$ cat config.mk
export PLATFORM = sky130hd
export DESIGN_NAME = rotary_selector
export DESIGN_NICKNAME = d
export VERILOG_FILES = /design/src/rtl/rotary_selector.sv
export SDC_FILE = /design/constraint.sdc
export NUM_CORES = 1
export LEC_CHECK = 0
export ABC_CLOCK_PERIOD_IN_PS = 4100
export BUFFER_PORTS_ARGS = -buffer_cell sky130_fd_sc_hd__buf_2
export CAP_MARGIN = 25
export CORE_MARGIN = 10
export CORE_UTILIZATION = 26
export DETAILED_ROUTE_END_ITERATION = 10
export GPL_TIMING_DRIVEN = 0
export PLACE_DENSITY = 0.55
export SLEW_MARGIN = 25
export SYNTH_ARGS = -nofsm -noshare
export SYNTH_HDL_FRONTEND = slang
export SYNTH_SLANG_ARGS = --single-unit
$ cat constraint.sdc
create_clock -name clock -period 4.1 [get_ports clock]
set_input_delay 0.615 -clock clock [delete_from_list [all_inputs] [get_ports clock]]
set_output_delay 0.615 -clock clock [all_outputs]
set_load 0.02 [all_outputs]
$ cat src/rtl/rotary_selector.sv
// Rotary encoder selector: synchronizes a quadrature encoder, decodes
// steps, divides them by STEPS per detent and moves a bounded value
// that either wraps or saturates at the ends of 0..MAX_VAL.
module rotary_selector #(
    parameter int VAL_W     = 5,
    parameter int MAX_VAL   = 25,
    parameter int STEPS     = 4,
    parameter int WRAP      = 1,
    parameter int RESET_VAL = 0
) (
    input  logic             clock,
    input  logic             reset,
    input  logic             enable,
    input  logic             load,
    input  logic [VAL_W-1:0] load_val,
    input  logic             rotary_a,
    input  logic             rotary_b,
    output logic [VAL_W-1:0] value,
    output logic             inc_pulse,
    output logic             dec_pulse,
    output logic             wrap_pulse,
    output logic             quad_err
);

    localparam int               SUB_W    = (STEPS > 1) ? $clog2(STEPS) : 1;
    localparam logic [SUB_W-1:0] SUB_LAST = SUB_W'(STEPS - 1);
    localparam logic [VAL_W-1:0] MAX_V    = VAL_W'(MAX_VAL);
    localparam logic [VAL_W-1:0] RST_V    = VAL_W'(RESET_VAL);

    typedef enum logic [1:0] {
        STEP_NONE,
        STEP_CW,
        STEP_CCW,
        STEP_ILLEGAL
    } step_e;

    logic             a_meta_q, a_sync_q, b_meta_q, b_sync_q;
    logic [1:0]       prev_ab_q;
    logic [1:0]       cur_ab;
    step_e            step;

    logic [VAL_W-1:0] value_q, value_d;
    logic [SUB_W-1:0] sub_q, sub_d;
    logic             inc_q, inc_d;
    logic             dec_q, dec_d;
    logic             wrap_q, wrap_d;
    logic             qerr_q, qerr_d;

    // Two-flop synchronizers plus the previous-phase register; these run
    // through reset so the first decoded pair after reset is already valid.
    // NOTE: flops are written with non-blocking assignments so every
    // register samples the pre-edge value of its source.
    always_ff @(posedge clock) begin
        a_meta_q  <= rotary_a;
        a_sync_q  <= a_meta_q;
        b_meta_q  <= rotary_b;
        b_sync_q  <= b_meta_q;
        prev_ab_q <= cur_ab;
    end

    assign cur_ab = {a_sync_q, b_sync_q};

    // Classify the phase transition between last cycle and this cycle.
    // NOTE: every signal driven in an always_comb gets a default first so
    // no path can leave it unassigned and infer a latch.
    always_comb begin
        step = STEP_NONE;
        case ({prev_ab_q, cur_ab})
            4'b00_01, 4'b01_11, 4'b11_10, 4'b10_00: step = STEP_CW;
            4'b00_10, 4'b10_11, 4'b11_01, 4'b01_00: step = STEP_CCW;
            4'b00_11, 4'b11_00, 4'b01_10, 4'b10_01: step = STEP_ILLEGAL;
            default:                                 step = STEP_NONE;
        endcase
    end

    // Next value, sub-step count and pulses; load beats any step.
    always_comb begin
        value_d = value_q;
        sub_d   = sub_q;
        inc_d   = 1'b0;
        dec_d   = 1'b0;
        wrap_d  = 1'b0;
        qerr_d  = (step == STEP_ILLEGAL);
        if (load) begin
            value_d = (load_val > MAX_V) ? MAX_V : load_val;
            sub_d   = '0;
        end else if (enable && step == STEP_CW) begin
            if (sub_q < SUB_LAST) begin
                sub_d = sub_q + SUB_W'(1);
            end else if (value_q < MAX_V) begin
                sub_d   = '0;
                value_d = value_q + VAL_W'(1);
                inc_d   = 1'b1;
            end else if (WRAP != 0) begin
                sub_d   = '0;
                value_d = '0;
                inc_d   = 1'b1;
                wrap_d  = 1'b1;
            end else begin
                // Saturated at the top: stay one click away from advancing.
                sub_d = SUB_LAST;
            end
        end else if (enable && step == STEP_CCW) begin
            if (sub_q > '0) begin
                sub_d = sub_q - SUB_W'(1);
            end else if (value_q > '0) begin
                sub_d   = SUB_LAST;
                value_d = value_q - VAL_W'(1);
                dec_d   = 1'b1;
            end else if (WRAP != 0) begin
                sub_d   = SUB_LAST;
                value_d = MAX_V;
                dec_d   = 1'b1;
                wrap_d  = 1'b1;
            end else begin
                // Saturated at the bottom: stay one click away from retreating.
                sub_d = '0;
            end
        end
    end

    // Output and sub-step registers with synchronous reset.
    always_ff @(posedge clock) begin
        if (reset) begin
            value_q <= RST_V;
            sub_q   <= '0;
            inc_q   <= 1'b0;
            dec_q   <= 1'b0;
            wrap_q  <= 1'b0;
            qerr_q  <= 1'b0;
        end else begin
            value_q <= value_d;
            sub_q   <= sub_d;
            inc_q   <= inc_d;
            dec_q   <= dec_d;
            wrap_q  <= wrap_d;
            qerr_q  <= qerr_d;
        end
    end

    assign value      = value_q;
    assign inc_pulse  = inc_q;
    assign dec_pulse  = dec_q;
    assign wrap_pulse = wrap_q;
    assign quad_err   = qerr_q;

endmodule
* After elaboration in Yosys (flattened, before gate mapping) *
Memory sizes are Yosys's and may differ from the RTL's. A register that Yosys moved wholly into a read port is not among the register bits.
Cells that the tools add are included.

word-level totals
  register bits = 15
  bits in read-only memories = 32
  input port bits = 11
  output and inout port bits = 9
  word-level logic and storage cells = 55
  memories = 1

memories
  memory            words  width  read ports  clocked after Yosys merged registers in  wr ports  line  RTL
  (name not given)  16     2      1           1                                        0         68    case ({prev_ab_q, cur_ab})

operators by class
  $add $sub $neg = 4
  $lt $le $gt $ge = 5
  equal/unequal tests = 5
  mux-type cells = 20
  bitwise gates (word level) = 2
  reduce and logical (&&, ||, !) cells = 8

operators by type and width
  cell                                                                  number
  5-bit two-way mux                                                     8
  1-bit two-way mux                                                     8
  2-bit two-way mux                                                     4
  3-bit != test, second input constant                                  2
  5-bit by 1-bit adder with 5-bit output, second input constant         1
  5-bit by 1-bit > comparator with 1-bit output, second input constant  1
  5-bit > comparator, second input constant                             1
  5-bit less-than comparator, second input constant                     1
  5-bit by 1-bit subtractor with 5-bit output, second input constant    1
  2-bit == test, second input constant                                  2
  4-bit OR reduction                                                    1
  3-bit AND reduction                                                   1
  3-bit nonzero test                                                    1
  3-bit OR reduction                                                    1
  2-bit by 1-bit adder with 2-bit output, second input constant         1
  2-bit by 1-bit == test with 1-bit output, second input constant       1
  2-bit by 1-bit > comparator with 1-bit output, second input constant  1
  1-bit logical AND                                                     2
  2-bit less-than comparator, second input constant                     1
  1-bit NOT                                                             2
  2-bit nonzero test                                                    1
  2-bit OR reduction                                                    1
  2-bit by 1-bit subtractor with 2-bit output, second input constant    1

* Logic depth before layout (Yosys ltp) *
Gate-level depths: netlist of the first run.

  depth after elaboration = 6
  mapped depth = 7
  depth with buffers taken out = 7

* Worst setup path after synthesis of the first run *
No wires, ideal clock.

  path kind = register -> register
  start = register value_q[0], in the netlist value[0]
  end = register value_q[2], in the netlist value[2]
  arrival time = 1.639 ns
  required time = 3.970 ns
  path slack = 2.330 ns
  cell stages (with the launch flop) = 8
  buffers on the path = 0
  cell sequence = dfxtp_1 > inv_1 > ha_1 > or4b_4 > nand2_2 > nor3_1 > a311oi_1 > o31ai_1

on the way
  longest elaborated chain between the ends = 6
  elaborated cells on any way between the ends = 11
  those cells by class = add/sub (2); order compare (2); mux (7)

ends and longest elaborated chain
  item                                                                                                          line      RTL
  start: declaration                                                                                            42        logic [VAL_W-1:0] value_q, value_d;
  start signal: assignment                                                                                      132       value_q <= value_d;
  5-bit by 1-bit subtractor with 5-bit output or 5-bit by 1-bit > comparator with 1-bit output (tied branches)  108, 106
  5-bit two-way mux                                                                                             106       end else if (value_q > '0) begin
  5-bit two-way mux                                                                                             104       if (sub_q > '0) begin
  5-bit two-way mux                                                                                             103       end else if (enable && step == STEP_CCW) begin
  5-bit two-way mux (*)                                                                                         87        end else if (enable && step == STEP_CW) begin
  5-bit two-way mux (*)                                                                                         84        if (load) begin

Every way passes the cells marked *; elsewhere a longest branch is shown, timed or not. The select of a mux whose other input is x is not followed.
A chain may end at the register's enable or synchronous reset.

* Worst setup path in the final report of the first run *
Same ends and word-level chain as after synthesis.

==> results by group, run 1 <==
Clock tree
  • Post-CTS Setup Inserts: 0
  • CTS tree: built
  • H-tree levels: 1
  • Post-cts sizing count: 0
  • Hold_buf cts: 0
  • Reg clk slew, reported paths: about 0.07 ns
  • CTS Buffer Depth: 2
  • CTS buffer count: 3
  • CTS sink count: 17
  • Clock root buffer master: clkbuf_8
  • Worst-skew pair later-pin latency: approximately 0.25 ns

Die
  • Core area: about 3600 µm²
  • Die Width: a little over 80 µm
  • Initial Util: between 20% and 30%
  • Std cell rows: 22
  • IO Count: 20
  • Die ar.: around 6600 µm²
  • Die Ht: between 80 and 90 µm

Setup path
  • RR Startpoint: value[0]$_SDFFE_PP0P_
  • Critical Path AT: between 2 and 2.5 ns
  • Worst Setup Path Type: reg -> reg
  • R2r endpoint: value[2]$_SDFFE_PP0P_
  • Worst Reg-to-Reg Cells: 7
  • Worst Setup EP: value[2]$_SDFFE_PP0P_
  • R2r setup slk: approximately 2.2 ns
  • CP Max Fanout: 9
  • CP endpoint kind: flop
  • Worst Setup Start Kind: flop
  • Req. time, crit path: between 4 and 5 ns
  • Crit path from: value[0]$_SDFFE_PP0P_

Cells and area
  • Share of cells above drive strength 1: 23.5%
  • Antenna cells: 0
  • Number of fill cells: 407
  • Post-layout net count: roughly 150
  • Commonest non-fill, non-tap cell in the layout: buf_2
  • Most frequent cells in the layout: 20 x buf_2, 17 x dfxtp_1, 13 x o21ai_0
  • P&R area growth vs syn: 20.4%

Timing
  • Final-report max-slew violation count: 0
  • Hold Fails Final Rpt: 0
  • Min cycle time layout: 1.91 ns
  • Setup TNS: 0 ns
  • Setup violations, final: 0
  • RSZ-0062 raised after global routing: no
  • Headroom to the max-slew limit: 66.1%
  • Fmax: between 0.5 and 0.6 GHz
  • Setup Skew: ~0.00085 ns
  • Least-Margin Pin Slew: slightly above 0.5 ns
  • WHS: 0.401 ns
  • Final Cycle Share: between 40 and 50%

Placement
  • Routability cong.: around 0.87
  • DP Wirelength: roughly 1900 µm
  • Port-buffer cells: 18

Power and ir drop
  • Clock power share: 30.6%
  • Reg power frac: 45.7%
  • Sw Ratio: about a third
  • Leakage: 0.496 nW
  • VDD IR max: 0.279 mV
  • Combinational power share: between 20% and 30%
  • Power Internal: a little under 300 µW
  • Sw Pwr: approximately 130 µW
  • Pwr/cell area: 359 nW/µm²

Synth
  • Register area share after synthesis: 34.9%
  • Largest family of logic cells by synthesized area: simple AND/OR/NAND/NOR gates
  • EDFF count, synth: 0
  • Mean Syn Cell Area: 8.55 µm²
  • Multiplexer share of the synthesized area: under 10%
  • Simple-gate share of the synthesized area: a little over a quarter
  • Async S/R FF share, synth: 0%
  • Yosys cell types: between 40 and 50
  • Synth warn: 0
  • Post-Synth XOR/XNOR Area: 0.899%
  • Post-synth top flop: dfxtp_1
  • Mapped Area: 975 µm²
  • Yosys reg bits: 17
  • Syn Nets: approximately 130
  • Complex-gate fraction of the synthesized area: between 20% and 30%
  • Cell count after synthesis: between 100 and 150
  • Adder-Cell Fraction of Synth Area: 5.13%

Global route
  • First-pass GRT wire length: roughly 4300 µm
  • Total GRT Usage: about 8%
  • Initial antenna violation count: 0
  • Vias in the first global route: between 900 and 1000
  • Largest net degree at the start of global routing: 12
  • GR Overflow Total: 0

Job
  • Max Cap Violations: 0

Detailed routing
  • Avg WL per Cell: between 10 and 15 µm
  • DRT Wirelength: ~2500 µm
  • Via Count: 906
  • DRC: 0
  • Vias per cell: 4.92
  • Number of DRC markers in iteration 0: slightly below 90
  • Routed Antenna Nets: 0
  • First-pass DRT Iterations: 4

Run status
  • Run status: completed

Worst hold path
  • Worst min-delay path class: reg -> reg
-- routing by layer --
layer / wire [µm] / share of wire, % / track usage, % / up-vias
met3: 201 / 8.1 / 3.53 / 0
met4: 0 / 0 / 0.865 / 0
met1: 1080 / 44 / 9.33 / 420
met5: 0 / 0 / 0 / -
met2: 1190 / 48 / 13.2 / 26
li1: - / - / - / 460
-- Yosys cell counts (2+ instances only) --
master     n  area (µm²)
nand2b_1   3        18.8
o211ai_1   3        22.5
dfxtp_1   17         340
nand2_1    7        26.3
nor2b_1    2        12.5
nor2_1     5        18.8
a31oi_1    2        12.5
inv_1      8        30.0
nand3_1    6        30.0
ha_1       4        50.1
and2b_1    2        15.0
a21oi_1    4        20.0
o21ai_0   13        65.1
buf_2      2        10.0
clkbuf_1   2        7.51
nor3_1     5        25.0
o31ai_1    2        15.0
o22ai_1    2        12.5
-- power groups by stage --
stage	logic (mW)	clock network, mW	registers [mW]
floorplan	0.0656	0	0.200
global placement	0.0975	0	0.196
detailed placement	0.0998	0	0.197
CTS	0.101	0.134	0.193
global route	0.113	0.142	0.195
finish	0.100	0.129	0.193
-- logic make-up (layout without fill, tap and decap cells) --
logic type      after synthesis  count (layout)
compound gates               36              36
xor+xnor                      1               1
fa+ha+maj                     4               4
buf+inv                      13              35
flops                        17              17
mux                           1               1
simple gates                 42              42
-- per-stage QoR --
step / area (µm²) / power, mW / instances / setup slack [ns] / utilization [%]
after floorplan: 975 / 0.266 / 114 / 2.33 / -
after global placement: 1120 / 0.293 / 180 / 2.16 / 31.0
after detailed placement: 1120 / 0.296 / 180 / 2.17 / 31.0
after CTS: 1170 / 0.428 / 184 / 2.19 / 32.3
after global routing: 1170 / 0.450 / 184 / 2.08 / 32.3
final: 1170 / 0.422 / 184 / 2.19 / 32.3
-- registers in the layout, summed over array words and instances (netlist names) --
| register | flops |
|---|---|
| dec_pulse | 1 |
| inc_pulse | 1 |
| sub_q | 2 |
| step | 2 |
| b_sync_q | 1 |
| quad_err | 1 |
| a_meta_q | 1 |
| wrap_pulse | 1 |
| value | 5 |
| a_sync_q | 1 |
| b_meta_q | 1 |
-- worst max-delay path, stage by stage, from the launching register on --
cell	delay, ns
dfxtp_1	0.42
inv_1	0.10
ha_1	0.22
or4b_4	0.51
nand2_2	0.11
nor3_1	0.06
a311oi_1	0.27
o31ai_1	0.10
-- final cells by class --
type	instances	area (µm²)	share of cell area, %
well taps	48	60.1	5.12
plain buffers	5	28.8	2.45
repair buffers	18	90.1	7.68
inverters	8	30.0	2.56
multi-input cells	84	576	49.0
clock inverters	1	7.51	0.640
clock buffers	3	41.3	3.52
flip-flops and latches	17	340	29.0
-- worst min path at each step --
stage	slack [ns]	start	cells past startpoint	endpoint
detailed placement	0.39	b_meta_q$_DFF_P_	0	b_sync_q$_DFF_P_
CTS	0.40	b_meta_q$_DFF_P_	0	b_sync_q$_DFF_P_
finish	0.40	b_meta_q$_DFF_P_	0	b_sync_q$_DFF_P_
global placement	0.38	b_meta_q$_DFF_P_	0	b_sync_q$_DFF_P_
floorplan	0.37	b_meta_q$_DFF_P_	0	b_sync_q$_DFF_P_
global route	0.42	b_meta_q$_DFF_P_	0	b_sync_q$_DFF_P_
Power figures use the tool's default switching activity.
==> inputs of run 2 (changes only) <==
--- a/config.mk
+++ b/config.mk
@@ -5,7 +5,7 @@
 export SDC_FILE = /design/constraint.sdc
 export NUM_CORES = 1
 export LEC_CHECK = 0
-export ABC_CLOCK_PERIOD_IN_PS = 4100
+export ABC_CLOCK_PERIOD_IN_PS = 1900
 export BUFFER_PORTS_ARGS = -buffer_cell sky130_fd_sc_hd__buf_2
 export CAP_MARGIN = 25
 export CORE_MARGIN = 10
==> constraint.sdc (replaced) <==
create_clock -name clock -period 1.9 [get_ports clock]
set_input_delay 0.285 -clock clock [delete_from_list [all_inputs] [get_ports clock]]
set_output_delay 0.285 -clock clock [all_outputs]
set_load 0.02 [all_outputs]
==> results by group, run 2 (same netlist as run 1, synthesis figures left out) <==
Setup path
  • Req. time, crit path: about 2.0 ns
  • Worst Setup Path Type: reg -> reg
  • R2r endpoint: value[2]$_SDFFE_PP0P_
  • CP Max Fanout: 7
  • CP endpoint kind: flop
  • Crit path from: value[1]$_SDFFE_PP0P_
  • RR Startpoint: value[1]$_SDFFE_PP0P_
  • Critical Path AT: 1.90 ns
  • Worst Reg-to-Reg Cells: 7
  • R2r setup slk: approximately 0.12 ns
  • Worst Setup Start Kind: flop

Clock tree
  • CTS sink count: 17
  • CTS buffer count: 3
  • Worst-skew pair later-pin latency: 0.25 ns
  • Clock root buffer master: clkbuf_8
  • H-tree levels: 1
  • Reg clk slew, reported paths: 0.07 ns
  • CTS tree: built
  • Hold_buf cts: 0
  • CTS Buffer Depth: 2

Timing
  • Final Cycle Share: between 90 and 100%
  • Final-report max-slew violation count: 0
  • Hold Fails Final Rpt: 0
  • Setup TNS: 0 ns
  • Least-Margin Pin Slew: slightly above 0.5 ns
  • Headroom to the max-slew limit: between 60% and 70%
  • Min cycle time layout: roughly 1.8 ns
  • Setup violations, final: 0
  • WHS: between 0.1 and 0.15 ns
  • Setup Skew: between 0.0007 and 0.0008 ns
  • Fmax: 0.562 GHz
  • RSZ-0062 raised after global routing: no

Die
  • Core area: approximately 3600 µm²
  • Die ar.: 6600 µm²
  • Die Width: between 80 and 90 µm
  • Std cell rows: 22
  • Die Ht: 81.2 µm
  • Initial Util: 26.8%
  • IO Count: 20

Run status
  • Run status: completed

Detailed routing
  • DRC: 0
  • Via Count: 908
  • Vias per cell: just under 5
  • Routed Antenna Nets: 0
  • Number of DRC markers in iteration 0: a little under 80
  • Avg WL per Cell: about 13 µm
  • First-pass DRT Iterations: 4
  • DRT Wirelength: ~2500 µm

Job
  • Max Cap Violations: 0

Global route
  • Total GRT Usage: under 10%
  • Largest net degree at the start of global routing: 12
  • First-pass GRT wire length: between 4000 and 5000 µm
  • GR Overflow Total: 0
  • Initial antenna violation count: 0
  • Vias in the first global route: approximately 940

Power and ir drop
  • Pwr/cell area: ~760 nW/µm²
  • VDD IR max: between 0.6 and 0.7 mV
  • Leakage: 0.510 nW

Cells and area
  • Share of cells above drive strength 1: a little over a quarter
  • Max reg flops: 5
  • Post-layout net count: 155
  • Most frequent cells in the layout: 20 x buf_2, 15 x dfxtp_1, 13 x o21ai_0
  • Antenna cells: 0
  • Commonest non-fill, non-tap cell in the layout: buf_2
  • Number of fill cells: 400
  • P&R area growth vs syn: 23.5%

Placement
  • Port-buffer cells: 18
  • DP Wirelength: roughly 1900 µm
  • Routability cong.: between 0.8 and 0.9

Worst hold path
  • WHS Path Cells: 1
  • HP Start: rotary_b
  • WHS Endpoint: b_meta_q$_DFF_P_
  • Worst min-delay path class: in -> reg
[run 2: how the worst max path moves through the flow]
stage,end,slack [ns]
finish,value[2]$_SDFFE_PP0P_,0.12
CTS,value[2]$_SDFFE_PP0P_,0.008
detailed placement,value[2]$_SDFFE_PP0P_,0.03
floorplan,value[2]$_SDFFE_PP0P_,0.13
global route,value[2]$_SDFFE_PP0P_,0.02
global placement,value[2]$_SDFFE_PP0P_,0.03
[run 2: critical path, cell delays in order (launching register included)]
cell,delay [ns]
dfxtp_2,0.36
inv_1,0.09
ha_2,0.21
or4b_4,0.49
nand2_2,0.11
nor3_1,0.06
a311oi_1,0.23
o31ai_1,0.10
[run 2: timing repair]
item / 4_1_cts / 5_1_grt
setup buffers: 0 / 3
gates resized for setup: 1 / 3
pin swaps: 0 / 2
setup endpoints to repair: 1 / 2
[run 2: per-stage QoR]
stage / area (µm²) / util (%) / instances / power, mW / worst slack [ns]
detailed placement: 1120 / 31.0 / 180 / 0.639 / 0.0261
global route: 1200 / 33.1 / 187 / 0.981 / 0.0224
floorplan: 975 / - / 114 / 0.573 / 0.130
CTS: 1170 / 32.3 / 184 / 0.923 / 0.00807
global placement: 1120 / 31.0 / 180 / 0.633 / 0.0326
finish: 1200 / 33.1 / 187 / 0.919 / 0.122
[run 2: cell type report]
cell class | instances | area, µm² | share of cell area (%)
multi-input cells | 84 | 578 | 48.0
flip-flops and latches | 17 | 345 | 28.7
clock inverters | 1 | 7.51 | 0.624
plain buffers | 5 | 28.8 | 2.39
well taps | 48 | 60.1 | 4.99
clock buffers | 3 | 41.3 | 3.43
inverters | 8 | 30.0 | 2.49
repair buffers | 21 | 113 | 9.36
[run 2: metal layers]
| layer | GRT usage (%) | wire length, µm |
|---|---|---|
| met3 | 3.53 | 216 |
| met1 | 9.33 | 1110 |
| met4 | 0.865 | 0 |
| met2 | 13.2 | 1170 |
| met5 | 0 | 0 |
[run 2: power breakdown]
group | internal, mW | switching [mW] | total (mW)
Combinational | 0.102 | 0.123 | 0.225
Clock | 0.148 | 0.131 | 0.279
Sequential | 0.381 | 0.0345 | 0.416
